$ cat src/rtl/out_port_pkg.sv
// Shared processor definitions used by the output port and its helpers.
package out_port_pkg;

    localparam int WORD_WIDTH = 16;

    // Occupancy counter width: must represent 0..depth inclusive.
    function automatic int count_width(input int depth);
        return $clog2(depth) + 1;
    endfunction

endpackage

$ cat src/rtl/out_port_ptr.sv
// Wrapping FIFO pointer; DEPTH is a power of two so natural overflow wraps it.
module out_port_ptr #(
    parameter int DEPTH = 2
) (
    input  logic                     clk,
    input  logic                     rst_b,
    input  logic                     inc,
    output logic [$clog2(DEPTH)-1:0] ptr
);

    // NOTE: sequential state uses non-blocking assignment so every register
    // samples pre-edge values, regardless of block evaluation order.
    always_ff @(posedge clk or negedge rst_b) begin
        if (!rst_b) begin
            ptr <= '0;
        end else if (inc) begin
            ptr <= ptr + 1'b1;
        end
    end

endmodule

$ cat src/rtl/out_port.sv
// Processor output port: buffers internal-bus writes in a small FIFO and
// presents them to an external consumer over a valid/ready handshake.
module out_port
    import out_port_pkg::*;
#(
    parameter int WIDTH = WORD_WIDTH,
    parameter int DEPTH = 2
) (
    input  logic                          clk,
    input  logic                          rst_b,
    input  logic                          wr_en,
    input  logic [WIDTH-1:0]              bus_in,
    output logic                          busy,
    output logic                          ovf,
    input  logic                          clr_ovf,
    output logic                          out_valid,
    output logic [WIDTH-1:0]              out_data,
    input  logic                          out_ready,
    output logic [count_width(DEPTH)-1:0] count
);

    localparam int PW = $clog2(DEPTH);
    localparam int CW = count_width(DEPTH);
    localparam logic [CW-1:0] FULL = CW'(DEPTH);

    logic [WIDTH-1:0] mem [DEPTH];
    logic [PW-1:0]    wr_ptr;
    logic [PW-1:0]    rd_ptr;
    logic             pop;
    logic             push;
    logic             drop;

    // Status outputs decode the registered count only; no input reaches them.
    assign out_valid = (count != '0);
    assign busy      = (count == FULL);
    assign out_data  = mem[rd_ptr];

    assign pop  = out_valid && out_ready;
    assign push = wr_en && (!busy || pop);
    assign drop = wr_en && busy && !pop;

    out_port_ptr #(.DEPTH(DEPTH)) u_wr_ptr (
        .clk   (clk),
        .rst_b (rst_b),
        .inc   (push),
        .ptr   (wr_ptr)
    );

    out_port_ptr #(.DEPTH(DEPTH)) u_rd_ptr (
        .clk   (clk),
        .rst_b (rst_b),
        .inc   (pop),
        .ptr   (rd_ptr)
    );

    // NOTE: storage is deliberately left out of reset; out_valid qualifies
    // out_data, so clearing the array would only cost reset fan-out.
    always_ff @(posedge clk) begin
        if (push) begin
            mem[wr_ptr] <= bus_in;
        end
    end

    always_ff @(posedge clk or negedge rst_b) begin
        if (!rst_b) begin
            count <= '0;
            ovf   <= 1'b0;
        end else begin
            count <= count + CW'(push) - CW'(pop);
            if (clr_ovf) begin
                ovf <= 1'b0;
            end else if (drop) begin
                ovf <= 1'b1;
            end
        end
    end

endmodule
$ cat config.mk
export PLATFORM = sky130hd
export DESIGN_NAME = out_port
export DESIGN_NICKNAME = d
export VERILOG_FILES = /design/src/rtl/out_port_pkg.sv /design/src/rtl/out_port_ptr.sv /design/src/rtl/out_port.sv
export SDC_FILE = /design/constraint.sdc
export NUM_CORES = 1
export LEC_CHECK = 0
export BUFFER_PORTS_ARGS = -buffer_cell sky130_fd_sc_hd__buf_2
export CORE_ASPECT_RATIO = 1.4
export CORE_MARGIN = 4
export CORE_UTILIZATION = 50
export CTS_BUF_LIST = sky130_fd_sc_hd__clkbuf_4 sky130_fd_sc_hd__clkbuf_8
export CTS_CLUSTER_DIAMETER = 150
export DETAILED_ROUTE_END_ITERATION = 10
export GPL_ROUTABILITY_DRIVEN = 0
export GPL_TIMING_DRIVEN = 0
export PLACE_DENSITY = 0.74
export SLEW_MARGIN = 20
export SYNTH_ARGS = -nofsm -noshare
export SYNTH_HDL_FRONTEND = slang
export SYNTH_SLANG_ARGS = --single-unit
$ cat constraint.sdc
create_clock -name clk -period 4.95 [get_ports clk]
set_input_delay 0 -clock clk [delete_from_list [all_inputs] [get_ports clk]]
set_output_delay 0 -clock clk [all_outputs]
set_load 0.02 [all_outputs]
---- Word level (Yosys, flattened, before mapping) ----
Memories as Yosys holds them, arrays and structs flattened.
Cells that the tools add are included.
word-level totals
  register bits ........................... 5
  RAM bits ................................ 32
  input port bits ......................... 21
  output and inout port bits .............. 21
  word-level logic and storage cells ...... 23
  memories ................................ 1
memories
  name  words  bits a word  rd ports  clocked after Yosys merged registers in  wr ports  line            RTL
  mem   2      16           1         0                                        1         out_port.sv:26  logic [WIDTH-1:0] mem [DEPTH];
operators by class
  $add $sub $neg .......................... 4
  equal/unequal tests ..................... 1
  muxes and demuxes ....................... 4
  reduce and logical (&&, ||, !) cells .... 9
operators by type and width
  kind                                        number
  logical AND 1 bit                           4
  two-way mux 1 bit                           4
  nonzero test 2 bit                          2
  adder 1 bit, second input constant          2
  adder 2 x 1 -> 2 bit                        1
  equality test 2 bit, second input constant  1
  logical NOT 1 bit                           2
  subtractor 2 x 1 -> 2 bit                   1
  logical OR 1 bit                            1

---- Depth between registers and ports, before layout ----
Gate-level depths: netlist of the first run.
  depth after elaboration ................. 6
  gate-level depth with buffers ........... 5
  depth with buffers taken out ............ 5

---- By module ----
A second synthesis of the first run with hierarchy kept.
second synthesis, totals
  cell total of the unflattened synthesis .. 73
  area total of the unflattened synthesis .. 1478.9 um2
by module, submodules not included
  module        instances  cells each  area each (um2)  seq. area each (um2)
  out_port      1          69          1411.4           1036.0
  out_port_ptr  2          2           33.8             25.0

---- Worst setup path after synthesis of the first run ----
OpenSTA, ideal clock, no wires.
  kind .................................... register -> register
  start point ............................. register count[0]
  end point ............................... memory mem[1][0] (netlist bit), enable pin
  setup time .............................. 0.389 ns
  arrival ................................. 1.455 ns
  required time ........................... 4.561 ns
  path slack .............................. 3.106 ns
  cell stages (with the launch flop) ...... 4
  buffers on the path ..................... 0
  clock period less this slack ............ 1.844 ns
  cell sequence ........................... dfrtp_1 nand2b_1 o21ai_2 nor2_1
on the way
  cells in the longest elaborated chain, start to end .. 6
  elaborated cells between the ends (all ways) .. 8
  those cells by class .................... 1 x eq/ne; 2 x mux; 5 x reduce/logical
RTL lines
  element                                                    line                            RTL
  start, declared                                            out_port.sv:19                  output logic [count_width(DEPTH)-1:0] count
  start signal, assigned                                     out_port.sv:69                  count <= count + CW'(push) - CW'(pop);
  equality test 2 bit or nonzero test 2 bit (tied branches)  out_port.sv:35, out_port.sv:34
  logical NOT 1 bit or logical AND 1 bit (tied branches)     out_port.sv:39, out_port.sv:38
  logical OR 1 bit *                                         out_port.sv:39                  assign push = wr_en && (!busy || pop);
  logical AND 1 bit *                                        out_port.sv:39
  two-way mux 1 bit *                                        out_port.sv:59                  if (push) begin
  two-way mux 1 bit (implied by the code) *                  out_port.sv:60                  mem[wr_ptr] <= bus_in;
  end, declared                                              out_port.sv:26
Mark *: on every way between the ends. The rest lies on a longest branch, timed or not.

---- Worst setup path after layout of the first run ----
  start point ............................. register count[0]
  end point ............................... memory mem[1][12] (netlist bit), enable pin
Same word-level chain as after synthesis.

==> flow_summary_export.csv, run 1 <==
group,metric,value,unit
status,status,"complete, no violations",
detailed_routing,vias,865,
detailed_routing,firstDrtPassIters,4,
floorplan,core_area,2698,µm²
timing,slew-limit-headroom,0.4593,
synthesis,ys_warn_count,0,
timing,holdWs,12.22,ps
power,switchingPower,344.8,µW
power,power.share.switching,0.3392,
detailed_routing,ant_nets,0,
clock_network,post_cts_buffers,0,
synthesis,yosys_register_bits,37,
grt,antenna_found_initial,0,
placement,port_buffers,41,
worst_hold_path,min_path_cells,3,
cells_and_area,n_antenna_cell,0,
timing,fin_ws,3237,ps
run,cap_violations,0,
timing,drv_slew,0,
grt,grt_max_degree,17,
detailed_routing,drt_wl_total,2589,µm
clock_network,cts_made_buffers,5,
synthesis,netlist_area,1450,µm²
power,seq_power_share,0.446,
floorplan,start_util,0.5376,
worst_setup_path,path_class,"reg -> reg",
worst_setup_path,worst_setup_path_end_kind,"flip-flop",
synthesis,synthCells,76,
synthesis,post_synth.cell_area_avg,19.08,µm²
grt,grt_pass1_wl,4064,µm
clock_network,h-tree-depth,2,
clock_network,clock-sinks,37,
floorplan,die_area,3838,µm²
timing,fin_setup_tns,0,ps
clock_network,clockBufferDepth,2,
power,power,1017,µW
clock_network,cts-root-buf,"clkbuf_4",
synthesis,ys_seq_area_frac,0.7489,
timing,min_period,1713,ps
clock_network,clk-insertion-delay-late,330,ps
placement,place_ws,3229,ps
timing,tightestPinTransition,810.1,ps
worst_setup_path,crit_chain,"nand2b_1, o21ai_2, nor2_2",
power,intPower,671.8,µW
synthesis,synth_ff_type,"edfxtp_1",
synthesis,async_flop_share,0.1351,
timing,period_share,0.3461,
placement,hpwl,1664,µm
detailed_routing,viasPerCell,4.753,
detailed_routing,drt-initial-drc-count,18,
cells_and_area,drive_above_1_share,0.4658,
detailed_routing,drc_errors,0,
worst_setup_path,cp-start-kind,"flip-flop",
power,p_per_area,514.9,nW/µm²
grt,grt_pass1_vias,957,
worst_setup_path,worst-path-max-fanout,16,
floorplan,io_pins,42,
clock_network,clkTransAtPathRegs,90,ps
floorplan,num_rows,22,
synthesis,synth_fp_nets,98,
worst_setup_path,crit_required,4910,ps
cells_and_area,fin_cells,182,
timing,setup_viol,0,
timing,max_freq,583.7,MHz
power,clkPwrFrac,0.139,
grt,grt_overflow,0,
timing,hold_viol,0,
worst_setup_path,reg2regPathDepth,3,
floorplan,die_y,71.72,µm
grt,track_usage,0.1551,
floorplan,die_width,53.52,µm
worst_setup_path,cpMaxStageDelayCell,"nor2_2",
worst_setup_path,cpPeakStageDelay,630,ps
timing,rsz0062_at_grt,"false",
synthesis,synth_cell_type_count,18,
cells_and_area,nets,168,
worst_setup_path,cp.arrival,1670,ps
power,p_comb_frac,0.415,
power,p_leak,0.0008221,µW
clock_network,cts_tree,"done",
cells_and_area,syn_to_final_growth,36.15,%
power,ir_drop,367.1,µV
placement,dp_cells,153,
worst_hold_path,hold_path.class,"in -> reg",
synthesis,synth_edf_count,32,
detailed_routing,wl_per_cell,14.23,µm
timing,skew,5.142,ps
==> final cells by class <==
| cell class | instances | area (µm²) |
|---|---|---|
| Tap cell | 36 | 45.04 |
| Timing Repair Buffer | 63 | 425.4 |
| Clock inverter | 1 | 3.754 |
| Clock buffer | 6 | 45.04 |
| Inverter | 3 | 11.26 |
| Sequential cell | 37 | 1086 |
| Multi-Input combinational cell | 34 | 335.3 |
| Buffer | 2 | 22.52 |
| Fill cell | 199 | 723.2 |
==> through the flow <==
step | cell area (µm²) | util
final | 1974 | 0.7319
after CTS | 1964 | 0.7282
after global placement | 1700 | 0.6303
after global routing | 1974 | 0.7319
after floorplan | 1450 | -
after detailed placement | 1705 | 0.6322
==> Yosys cell counts (all sizes together), types with 2 or more instances <==
library cell | n | area share
xnor2 | 3 | 0.018
buf | 2 | 0.016
nor2 | 3 | 0.0078
inv | 3 | 0.0078
mux2 | 16 | 0.15
nand2 | 2 | 0.0052
nand2b | 2 | 0.0086
edfxtp | 32 | 0.66
o21ai | 2 | 0.0095
dfrtp | 5 | 0.086
==> cells by family after synthesis <==
family	synth area share
compound gates	0.01725
simple gates	0.03624
mux	0.1475
buf+inv	0.02329
flops	0.7489
xor+xnor	0.01812
fa+ha+maj	0.008627
==> worst max-delay path, delay by kind of cell, from the launching register on <==
kind             cells  cell delay [ps]
flip-flops           1              430
AND/OR/NAND/NOR      2              810
AO/OA/AOI/OAI        1              100
==> path summary, 6_finish.rpt <==
path	startpoint	to	slack, ps
max in group asynchronous	rst_b	u_wr_ptr.ptr$_DFFE_PN0P_	3640
hold / removal	wr_en	u_wr_ptr.ptr$_DFFE_PN0P_	10
setup / recovery	count[0]$_DFF_PN0_	mem[1][12]$_DFFE_PP_	3240
setup reg to reg	count[0]$_DFF_PN0_	mem[1][12]$_DFFE_PP_	3240
min in group asynchronous	rst_b	count[1]$_DFF_PN0_	550
hold reg to reg	u_wr_ptr.ptr$_DFFE_PN0P_	u_wr_ptr.ptr$_DFFE_PN0P_	540
==> power groups by stage <==
stage | Sequential (µW) | Combinational, µW | Clock [µW]
after floorplan | 464 | 292 | 0
after global placement | 455 | 402 | 0
after global routing | 460 | 451 | 165
after CTS | 454 | 428 | 148
after detailed placement | 461 | 413 | 0
final | 454 | 421 | 141
==> cell usage in the layout, fill, tap and decap left out, types with 2 or more instances in the layout <==
| cell type | instances |
|---|---|
| edfxtp_1 | 32 |
| nand2b_1 | 2 |
| dlygate4sd3_1 | 22 |
| nand2_1 | 2 |
| mux2_2 | 7 |
| mux2_4 | 9 |
| clkbuf_4 | 6 |
| nor2_2 | 2 |
| dfrtp_1 | 5 |
| buf_6 | 2 |
| inv_1 | 3 |
| buf_2 | 41 |
| xnor2_1 | 3 |
==> flip-flops by register name, indices dropped and copies added, names as in the netlist <==
signal	cells
mem	32
count	2
ovf	1
u_rd_ptr.ptr	1
u_wr_ptr.ptr	1
==> timing repair <==
| item | 4_1_cts | 5_1_grt |
|---|---|---|
| hold buffers | 21 | 1 |
| endpoints found under the hold margin | 38 | 1 |
| gates resized for setup | 0 | 0 |
==> per-layer routing <==
metal  share of wire  GRT usage  up-vias  routed length (µm)
met1            0.35     0.1399      404                 894
met2            0.57     0.2824       28                1466
met3           0.066    0.06237        7                 171
li1                -          -      426                   -
met4           0.022    0.07670        0                  57
met5               0          0        -                   0
Power figures use the tool's default switching activity.
==> run 2: changes to the inputs <==
CORE_UTILIZATION = 47   (was 50)
PLACE_DENSITY = 0.73   (was 0.74)
clock period = 1.55 ns   (was 4.95 ns; I/O delays follow)
==> run 2 against run 1 <==
Clock power increased to 4.6 times the previous value. Flip-flop and latch count unchanged. Combinational power increased to 3.4 times the previous value. Register-to-register slack got worse by 3100 ps. Global-route usage decreased by 0.71 points. Worst hold slack improved by 36 ps. Clock skew increased by 0.82 ps. Critical path depth increased by 1. Sequential power increased to 3.2 times the previous value. Via count decreased by 0.92%. Wire length decreased by 0.62%. Critical path type unchanged. Largest cell class unchanged.
==> flow_summary_export.csv, run 2 (synthesis results as in run 1) <==
group,metric,value,unit
status,status,"complete, no violations",
power,intPower,2365,µW
grt,grt_max_degree,17,
clock_network,cts-root-buf,"clkbuf_8",
detailed_routing,ant_nets,0,
floorplan,start_util,0.4989,
detailed_routing,drt-initial-drc-count,10,
timing,slew-limit-headroom,0.7825,
placement,hpwl,1694,µm
power,power,3534,µW
clock_network,cts_tree,"done",
detailed_routing,firstDrtPassIters,3,
cells_and_area,final_common_cell,"buf_2",
power,switchingPower,1169,µW
clock_network,clkTransAtPathRegs,70,ps
floorplan,die_y,73.73,µm
power,clkPwrFrac,0.183,
timing,period_share,0.9193,
cells_and_area,fin_area,2024,µm²
grt,grt_pass1_wl,4022,µm
timing,skew,5.959,ps
floorplan,die_width,54.95,µm
floorplan,die_area,4051,µm²
clock_network,h-tree-depth,2,
cells_and_area,regMostFlops,"mem",
timing,setup_viol,0,
power,p_comb_frac,0.406,
worst_setup_path,crit_required,1590,ps
cells_and_area,nets,166,
cells_and_area,n_antenna_cell,0,
floorplan,io_pins,42,
clock_network,clock-sinks,37,
detailed_routing,vias,857,
timing,fin_ws,125.1,ps
run,cap_violations,0,
worst_setup_path,worst-path-max-fanout,15,
clock_network,cts_made_buffers,5,
power,p_leak,0.0008391,µW
timing,tightestPinTransition,326.2,ps
grt,grt_overflow,0,
detailed_routing,wl_per_cell,14.14,µm
worst_setup_path,cp.arrival,1470,ps
placement,port_buffers,41,
clock_network,clk-insertion-delay-late,280,ps
floorplan,num_rows,23,
grt,track_usage,0.1480,
worst_setup_path,cp-start-kind,"flip-flop",
cells_and_area,finish.utilization,0.6965,
worst_setup_path,worst_setup_path_end_kind,"flip-flop",
clock_network,clockBufferDepth,2,
power,seq_power_share,0.412,
detailed_routing,viasPerCell,4.709,
timing,max_freq,701.8,MHz
detailed_routing,drc_errors,0,
power,ir_drop,1114,µV
floorplan,core_area,2907,µm²
cells_and_area,final_cell_mix,"buf_2 (41), edfxtp_1 (32), dlygate4sd3_1 (18)",
cells_and_area,fill_cells,197,
power,p_per_area,1746,nW/µm²
cells_and_area,fin_cells,182,
placement,place_ws,-189.0,ps
placement,dp_cells,154,
cells_and_area,syn_to_final_growth,39.60,%
worst_setup_path,path_class,"reg -> reg",
grt,grt_pass1_vias,911,
placement,placed_area,1707,µm²
power,power.share.switching,0.3307,
worst_hold_path,hold_path.class,"in -> async",
cells_and_area,reg.largest.list,"mem: 32 flops, count: 2 flops",
timing,rsz0062_at_grt,"false",
timing,min_period,1425,ps
timing,hold_viol,0,
timing,drv_slew,0,
detailed_routing,drt_wl_total,2573,µm
grt,antenna_found_initial,0,
cells_and_area,largest_register_ffs,32,
cells_and_area,drive_above_1_share,0.4897,
run 2: final timing paths:
kind	from	end	slack (ps)	cells past startpoint
min in group clk	out_ready	u_rd_ptr.ptr$_DFFE_PN0N_	50	3
worst min register to register	ovf$_DFFE_PN0P_	ovf$_DFFE_PN0P_	510	2
max in group asynchronous	rst_b	ovf$_DFFE_PN0P_	1360	2
worst min-delay path	rst_b	u_wr_ptr.ptr$_DFFE_PN0P_	50	2
worst max-delay path	count[0]$_DFF_PN0_	mem[1][12]$_DFFE_PP_	130	4
worst max register to register	count[0]$_DFF_PN0_	mem[1][12]$_DFFE_PP_	130	4
run 2: power by group through the flow:
stage | clock, µW | sequential [µW] | combinational (µW)
2_1_floorplan | 0 | 1480 | 940
3_3_place_gp | 0 | 1450 | 1300
3_5_place_dp | 0 | 1470 | 1330
4_1_cts | 659 | 1450 | 1370
5_1_grt | 722 | 1480 | 1540
6_report | 646 | 1450 | 1430
run 2: final cells by class:
type                            count  area (µm²)  share of cell area
Multi-Input combinational cell     34       345.3              0.1706
Inverter                            3       11.26            0.005562
Clock buffer                        7       83.83             0.04141
Tap cell                           37       46.29             0.02287
Sequential cell                    37        1086              0.5365
Clock inverter                      1       3.754            0.001854
Timing Repair Buffer               61       425.4              0.2101
Buffer                              2       22.52             0.01112
run 2: routing by layer:
metal,vias to the layer above,track usage,wire length (µm)
li1,418,-,-
met1,407,0.1507,905
met2,27,0.2447,1425
met3,5,0.07099,180
met4,0,0.07297,61
met5,-,0,0
run 2: stage by stage:
step,TNS [ps],hold slack (ps)
2_1_floorplan,-1346,-295.6
6_report,0,48.08
3_5_place_dp,-5867,-174.5
5_1_grt,0,58.27
3_3_place_gp,-4138,-181.1
4_1_cts,-6025,41.57
run 2: critical path, cell delays in order (launching register included):
cell	delay (ps)
dfrtp_1	420
nand2b_1	210
o21ai_2	300
nor2_4	90
buf_12	160
run 2: what timing repair did:
item,4_1_cts,5_1_grt
hold endpoints to repair,38,0
resized for setup,0,2
setup buffers,0,2
hold buffers,18,0
pin swaps,0,2
endpoints found under the setup margin,32,32
